`src/rtl/unidade_controle_rodadas.sv`:
```
// -----------------------------------------------------------------------------
// unidade_controle_rodadas
//
// Moore control unit for a round-based memory game. In round k the player
// repeats positions 0..k of the stored sequence. It drives the move counter
// (E), the round-limit counter (L) and the move register (R) of the datapath,
// and ends in one of three outcomes: won, wrong move or move timeout.
//
// Parameters
//   TIMEOUT_EN      1 enables the per-move timeout, 0 waits forever for a move
//   TIMEOUT_CICLOS  clock cycles allowed per move (>= 2)
//
// Ports
//   clock, reset_n        clock (rising edge), asynchronous active-low reset
//   iniciar               level, starts/restarts from inicial or a fim state
//   jogada                one-cycle pulse, a move was made
//   igual, fimE, fimL     datapath status flags
//   zeraE/contaE          clear / increment move counter E
//   zeraL/contaL          clear / increment round-limit counter L
//   zeraR/registraR       clear / load move register R
//   pronto, ganhou,       game over, won, lost (wrong move or timeout),
//   perdeu, db_timeout    lost by timeout
//   db_estado             state code for debug
// -----------------------------------------------------------------------------
module unidade_controle_rodadas #(
    parameter bit TIMEOUT_EN     = 1'b1,
    parameter int TIMEOUT_CICLOS = 5000
) (
    input  logic       clock,
    input  logic       reset_n,
    input  logic       iniciar,
    input  logic       jogada,
    input  logic       igual,
    input  logic       fimE,
    input  logic       fimL,
    output logic       zeraE,
    output logic       contaE,
    output logic       zeraL,
    output logic       contaL,
    output logic       zeraR,
    output logic       registraR,
    output logic       pronto,
    output logic       ganhou,
    output logic       perdeu,
    output logic       db_timeout,
    output logic [3:0] db_estado
);

    localparam int            TW        = $clog2(TIMEOUT_CICLOS);
    localparam logic [TW-1:0] TIMER_MAX = TW'(TIMEOUT_CICLOS - 1);

    typedef enum logic [3:0] {
        INICIAL       = 4'h0,
        PREPARACAO    = 4'h1,
        INICIO_RODADA = 4'h2,
        ESPERA_JOGADA = 4'h3,
        REGISTRA      = 4'h4,
        COMPARACAO    = 4'h5,
        PROXIMO       = 4'h6,
        FIM_RODADA    = 4'h7,
        FIM_GANHOU    = 4'hA,
        FIM_TIMEOUT   = 4'hB,
        FIM_PERDEU    = 4'hE
    } estado_t;

    estado_t         estado_q, estado_d;
    logic [TW-1:0]   timer_q, timer_d;
    logic            timeout_hit;

    // The timer compare is the only non-state term feeding next-state logic.
    assign timeout_hit = TIMEOUT_EN && (timer_q == TIMER_MAX);

    always_comb begin
        estado_d = estado_q;
        unique case (estado_q)
            INICIAL:       if (iniciar) estado_d = PREPARACAO;
            PREPARACAO:    estado_d = INICIO_RODADA;
            INICIO_RODADA: estado_d = ESPERA_JOGADA;
            // A move in the same cycle as the timeout takes priority.
            ESPERA_JOGADA: begin
                if (jogada)           estado_d = REGISTRA;
                else if (timeout_hit) estado_d = FIM_TIMEOUT;
            end
            REGISTRA:      estado_d = COMPARACAO;
            COMPARACAO: begin
                if (!igual)             estado_d = FIM_PERDEU;
                else if (fimE && fimL)  estado_d = FIM_GANHOU;
                else if (fimE)          estado_d = FIM_RODADA;
                else                    estado_d = PROXIMO;
            end
            PROXIMO:       estado_d = ESPERA_JOGADA;
            FIM_RODADA:    estado_d = INICIO_RODADA;
            FIM_GANHOU,
            FIM_PERDEU,
            FIM_TIMEOUT:   if (iniciar) estado_d = PREPARACAO;
            default:       estado_d = INICIAL;
        endcase
    end

    // Timer counts only while remaining in espera_jogada, so every fresh
    // entry (from inicio_rodada or proximo) starts from zero. It saturates
    // rather than wrapping, which matters when the timeout is disabled.
    always_comb begin
        timer_d = '0;
        if (estado_q == ESPERA_JOGADA && estado_d == ESPERA_JOGADA) begin
            if (timer_q == TIMER_MAX) timer_d = timer_q;
            else                      timer_d = timer_q + 1'b1;
        end
    end

    always_ff @(posedge clock or negedge reset_n) begin
        if (!reset_n) begin
            estado_q <= INICIAL;
            timer_q  <= '0;
        end else begin
            estado_q <= estado_d;
            timer_q  <= timer_d;
        end
    end

    // Moore decode: outputs depend on the state register only, so an
    // asynchronous reset drops every final flag immediately.
    always_comb begin
        zeraE      = 1'b0;
        contaE     = 1'b0;
        zeraL      = 1'b0;
        contaL     = 1'b0;
        zeraR      = 1'b0;
        registraR  = 1'b0;
        pronto     = 1'b0;
        ganhou     = 1'b0;
        perdeu     = 1'b0;
        db_timeout = 1'b0;
        db_estado  = 4'hF;
        unique case (estado_q)
            INICIAL: begin
                zeraE = 1'b1; zeraL = 1'b1; zeraR = 1'b1;
                db_estado = 4'h0;
            end
            PREPARACAO: begin
                zeraE = 1'b1; zeraL = 1'b1; zeraR = 1'b1;
                db_estado = 4'h1;
            end
            INICIO_RODADA: begin
                zeraE = 1'b1;
                db_estado = 4'h2;
            end
            ESPERA_JOGADA: db_estado = 4'h3;
            REGISTRA: begin
                registraR = 1'b1;
                db_estado = 4'h4;
            end
            COMPARACAO:    db_estado = 4'h5;
            PROXIMO: begin
                contaE = 1'b1;
                db_estado = 4'h6;
            end
            FIM_RODADA: begin
                contaL = 1'b1;
                db_estado = 4'h7;
            end
            FIM_GANHOU: begin
                pronto = 1'b1; ganhou = 1'b1;
                db_estado = 4'hA;
            end
            FIM_PERDEU: begin
                pronto = 1'b1; perdeu = 1'b1;
                db_estado = 4'hE;
            end
            FIM_TIMEOUT: begin
                pronto = 1'b1; perdeu = 1'b1; db_timeout = 1'b1;
                db_estado = 4'hB;
            end
            default: db_estado = 4'hF;
        endcase
    end

endmodule

```
`config.mk`:
```
export PLATFORM = sky130hd
export DESIGN_NAME = unidade_controle_rodadas
export DESIGN_NICKNAME = d
export VERILOG_FILES = /design/src/rtl/unidade_controle_rodadas.sv
export SDC_FILE = /design/constraint.sdc
export NUM_CORES = 1
export LEC_CHECK = 0
export CORE_MARGIN = 4
export CORE_UTILIZATION = 35
export DETAILED_ROUTE_END_ITERATION = 12
export PLACE_DENSITY = 0.61
export SYNTH_ARGS = -nofsm -noshare
export SYNTH_HDL_FRONTEND = slang
export SYNTH_SLANG_ARGS = --single-unit
```
`constraint.sdc`:
```
create_clock -name clock -period 2.15 [get_ports clock]
set_input_delay 0.43 -clock clock [delete_from_list [all_inputs] [get_ports clock]]
set_output_delay 0.43 -clock clock [all_outputs]
set_load 0.02 [all_outputs]
```
# --- Yosys cells after proc, flatten, opt, wreduce, memory -nomap -nowiden ---
# Index checks and enable logic that the tools add are counted.
# Widths: inputs -> output; s select.
classes:
  n_mux: 19
  n_reduce_logical: 10
  n_eq_ne: 13
  n_addsub: 1
ops:
  columns: ["operator", "n"]
  rows:
  - ["$pmux 4 s11", 1]
  - ["$mux 13", 2]
  - ["$pmux 4 s6", 1]
  - ["$mux 4", 5]
  - ["$eq 4x3->1 const B", 4]
  - ["$add 13x1->13 const B", 1]
  - ["$eq 13x13->1 const B", 1]
  - ["$eq 4x2->1 const B", 3]
  - ["$eq 4x4->1 const B", 3]
  - ["$mux 1", 10]
  - ["$reduce_or 2->1", 4]
  - ["$reduce_or 3->1", 2]
  - ["$eq 4x1->1 const B", 1]
  - ["$logic_not 4->1", 1]
  - ["$reduce_or 4->1", 1]
  - ["$logic_and 1x1->1", 2]
  - ["$ne 2x2->1 const B", 1]
totals:
  reg_bits: 17
  word_cells: 45

# --- Logic depth before layout (Yosys ltp) ---
depth:
  word_depth: 7
  ltp_mapped: 6

# --- Worst setup path after synthesis ---
# No wires, ideal clock.
synth_path:
  path_kind: "flip-flop to output port"
  startpoint: "register estado_q[2]"
  endpoint: "output port zeraR"
  path_slack_ns: 0.286
  stages_incl_launch_ff: 4
  t_arrival_ns: 1.434
  required_ns: 1.720
  path_cell_list: "dfrtp_1 clkbuf_1 nor3_1 buf_4"
synth_between:
  elab_chain_len: 3
  word_cells_on_any_way: 4
  cone_classes: "eq/ne (1); mux (1); reduce/logical (2)"
synth_rtl:
  columns: ["item", "line_no", "text"]
  rows:
  - ["start, declared", "66", "estado_t estado_q, estado_d;"]
  - ["start signal, assigned", "116", "estado_q <= estado_d;"]
  - ["$eq 4x1->1 / $logic_not 4->1 (equally long branches)", null, null]
  - ["$reduce_or 2->1 (no line) *", null, null]
  - ["$mux 1 *", null, null]
  - ["end, declared", "40", "output logic zeraR,"]
# Mark *: on every way between the ends. The rest lies on a longest branch, timed or not.

# --- Final worst setup path ---
layout_path:
  startpoint: "register estado_q[3]"
  endpoint: "output port db_estado[1]"
layout_between:
  elab_chain_len: 2
  word_cells_on_any_way: 12
  cone_classes: "eq/ne (10); mux (1); reduce/logical (1)"
layout_rtl:
  columns: ["item", "line_no", "text"]
  rows:
  - ["$eq 4x4->1 (tied with other cells)", "135", "unique case (estado_q)"]
  - ["$pmux 4 s11 *", "135", null]
  - ["end, declared", "46", "output logic [3:0] db_estado"]
# Marked as above.

==> reports/summary.txt <==
=================================================================================================================
Cell types occupying the most area after synthesis                                                   dfrtp_1, xnor2_1, nor2_1
Area growth, synth to finish                                                                               28.98%
Post-Place Cell Area                                                                                 0.001219 mm2
RSZ-0062 raised after global routing                                                                        false
Arithmetic-cell share of the synthesized area counting full adders, half adders and majority gates        0.01233
Vias per Instance                                                                                           5.104
Total of buffers placed on input and output ports                                                              20
Data arrival time of the critical path                                                                    1.61 ns
Post-Syn Instances                                                                                            117
Max Clock Skew                                                                                         0.01137 ns
Worst r2r src                                                                                          timer_q[3]
Clock insertion delay at the later pin of the skew report                                                 0.30 ns
Register-to-Register Setup Slack                                                                          0.31 ns
Die width                                                                                                61.85 um
Net total in the final layout                                                                                 151
Library cell used as clock root buffer                                                                   clkbuf_4
EDFF count, synth                                                                                               0
First-pass GRT wire length                                                                               3.822 mm
Outcome                                                                                              finished clean
Worst setup path endpoint                                                                            db_estado[1]
Detailed-routing iteration count for the pre-antenna-repair pass                                                4
Placeable core region                                                                                0.002758 mm2
Warnings, synthesis                                                                                             0
Final estimated routing congestion in global placement                                                     0.8471
Clock slew at the register clock pins of the worst setup and hold paths                                   0.10 ns
Worst IR Drop VDD                                                                                        686.2 uV
Setup crit start kind                                                                                   flip-flop
Sequential element share of the synthesized area                                                           0.4192
Total of hold buffers inserted after clock tree synthesis                                                       0
Number of distinct library cells after synthesis                                                               35
Post-route ant nets                                                                                             0
Crit end category                                                                                    primary output
Type of the tightest min-delay check                                                                  in -> async
Floorplan row count                                                                                            19
Netlist Area Pre-Place                                                                               0.001015 mm2
Synth Net Count                                                                                               125
Post-route worst hold slack                                                                             0.4062 ns
Iteration-0 DRC Markers                                                                                        48
Maximum root-to-sink buffer count                                                                               2
Worst slew margin relative to its limit                                                                    0.7369
Die height                                                                                               61.85 um
Count of final max-slew check failures                                                                          0
Cells traversed along the worst timing path                                                          inv_1, nand2_1, clkdlybuf4s50_1
Syn Area/Cell                                                                                           8.673 um2
DRC                                                                                                             0
Worst path required time                                                                                  1.72 ns
Total global routing overflow                                                                                   0
Antenna violations before repair                                                                                0
Highest fanout seen on the critical path                                                                       12
Combined global-route utilization of all metal layers                                                      0.1352
Buf/Inv on CP                                                                                                   2
Start point of the critical path                                                                      estado_q[3]
Setup violations, final                                                                                         0
Worst reg2reg path depth                                                                                        4
Avg WL per Cell                                                                                          12.83 um
Area fraction in compound gates after synthesis                                                           0.09248
Clock H-tree levels                                                                                             1
Library cell with the largest summed area after synthesis                                                 dfrtp_1
Number of global-route vias before repair                                                                     883
Cell class contributing the biggest share of worst-path delay                                        buffers and inverters
Non-filler cells in the finished layout                                                                       173
Largest net degree at the start of global routing                                                              17
Reported leakage power                                                                                  0.5778 nW
Worst-path cell with the longest stage delay                                                         clkdlybuf4s50_1
Filler Cells Inserted                                                                                         263
Reg-to-reg endpoint                                                                                    timer_q[4]
Share of async-settable or async-resettable flops after synthesis                                           1.000
Vias after detailed routing                                                                                   883
Cell area after layout                                                                               0.001309 mm2
Die area                                                                                             0.003825 mm2
Post-synthesis simple-gate area fraction                                                                   0.3046
Predominant post-synthesis flop cell                                                                      dfrtp_1
Area share of xor/xnor cells in the synthesized design                                                     0.1036
CTS sink cnt                                                                                                   17
Most used standard cell by instance count after synthesis                                                  nor2_1
Final routed wirelength across all metal layers                                                          2.220 mm
Top-level port count                                                                                           21
Share of the synthesized area in the top cell type                                                         0.4192
Minimum period implied by the final worst setup slack                                                    2.044 ns
Setup CP Type                                                                                          reg -> out
Effective utilization at floorplan                                                                         0.3680
Combinational family with the most area after synthesis                                              simple AND/OR/NAND/NOR gates
Fraction of layout cells with a size suffix above 1                                                        0.1408
Antenna cells                                                                                                   0
Crit path depth                                                                                                 3
CTS tree                                                                                                     done
Final total negative setup slack                                                                             0 ns
Slew at the pin closest to its max-slew limit                                                           0.3934 ns
Fraction of the core area covered by cells at the end of the flow                                          0.4746
Fmax achieved                                                                                           489.3 MHz
Most instantiated cells after synthesis                                                              nor2_1, dfrtp_1, xnor2_1, nor3_1
Placed wire-length estimate                                                                              1.611 mm
Max Cap Violations                                                                                              0
Ratio of final minimum period to clock period                                                              0.9505
CP max stage delay                                                                                        0.60 ns
Multiplexer area fraction after synthesis                                                                       0
Final hold vios                                                                                                 0
#FFs+latches synth                                                                                             17
Cts bufs inserted                                                                                               3
Areal power density over the cells                                                                   900.8 mW/mm2
Placed insts                                                                                                  162
=================================================================================================================
[how the worst min path moves through the flow]
stage | slack (ns) | cells past startpoint | end
final | 0.41 | 1 | timer_q[11]
after global routing | 0.43 | 1 | timer_q[10]
after CTS | 0.42 | 1 | timer_q[11]
after detailed placement | 0.48 | 1 | timer_q[0]
after global placement | 0.47 | 1 | timer_q[0]
after floorplan | 0.13 | 0 | estado_q[0]
[cell usage in the layout (no fill, tap or decap), types with 2 or more instances in the layout]
cell,count
nand2b_1,3
nor2b_1,2
clkbuf_4,3
o21ai_0,4
a21oi_1,3
dlygate4sd2_1,10
xor2_1,2
dfrtp_2,4
nand2_1,7
nand4_1,3
inv_1,7
nor2_1,19
dfrtp_1,13
clkdlybuf4s50_1,8
nor3_1,9
xnor2_1,10
nand3_1,6
dlymetal6s2s_1,2
buf_4,7
[power by group]
group          switching (mW)  total [mW]  internal, mW
Sequential             0.0702       0.432         0.362
Clock                   0.103       0.173        0.0694
Combinational           0.307       0.575         0.267
Total                   0.481        1.18         0.698
[routing by layer]
| layer | up-vias | share of wire | global-route usage | routed length (um) |
|---|---|---|---|---|
| met2 | 31 | 0.44 | 0.1973 | 971 |
| li1 | 449 | - | - | - |
| met4 | 0 | 0.023 | 0.07576 | 52 |
| met1 | 396 | 0.45 | 0.1656 | 995 |
| met3 | 7 | 0.090 | 0.05992 | 200 |
| met5 | - | 0 | 0 | 0 |
[flip-flops by register name, indices dropped and copies added (netlist names)]
name	cells
estado_q	4
timer_q	13
[timing repair]
item | 4_1_cts | 5_1_grt
setup buffers | 2 | 5
endpoints found under the setup margin | 13 | 3
gates resized for setup | 14 | 2
[cells by family (layout without fill, tap and decap cells)]
logic type                 count (synthesis)  after routing
buffers and inverters                     14             39
and+or+nand+nor                           59             59
xor gates and xnor gates                  12             12
adders and majority gates                  1              1
DFF                                       17             17
AOI/OAI and AO/OA                         14             14
[area by class of cell]
class	instances	area, um2	area share
well taps	31	38.79	0.02964
flip-flops and latches	17	430.4	0.3289
clock inverters	1	5.005	0.003824
clock buffers	3	22.52	0.01721
repair buffers	28	265.3	0.2027
multi-input cells	86	520.5	0.3977
inverters	7	26.28	0.02008
[metrics by stage]
stage                     total power, mW  worst slack (ns)
after floorplan                    0.7864            0.2863
after global placement             0.9613            0.1621
after detailed placement           0.9653            0.1403
after CTS                           1.139          0.007215
after global routing                1.269          0.007975
final                               1.179            0.1064
No activity file was read; power rests on OpenSTA's default activity.
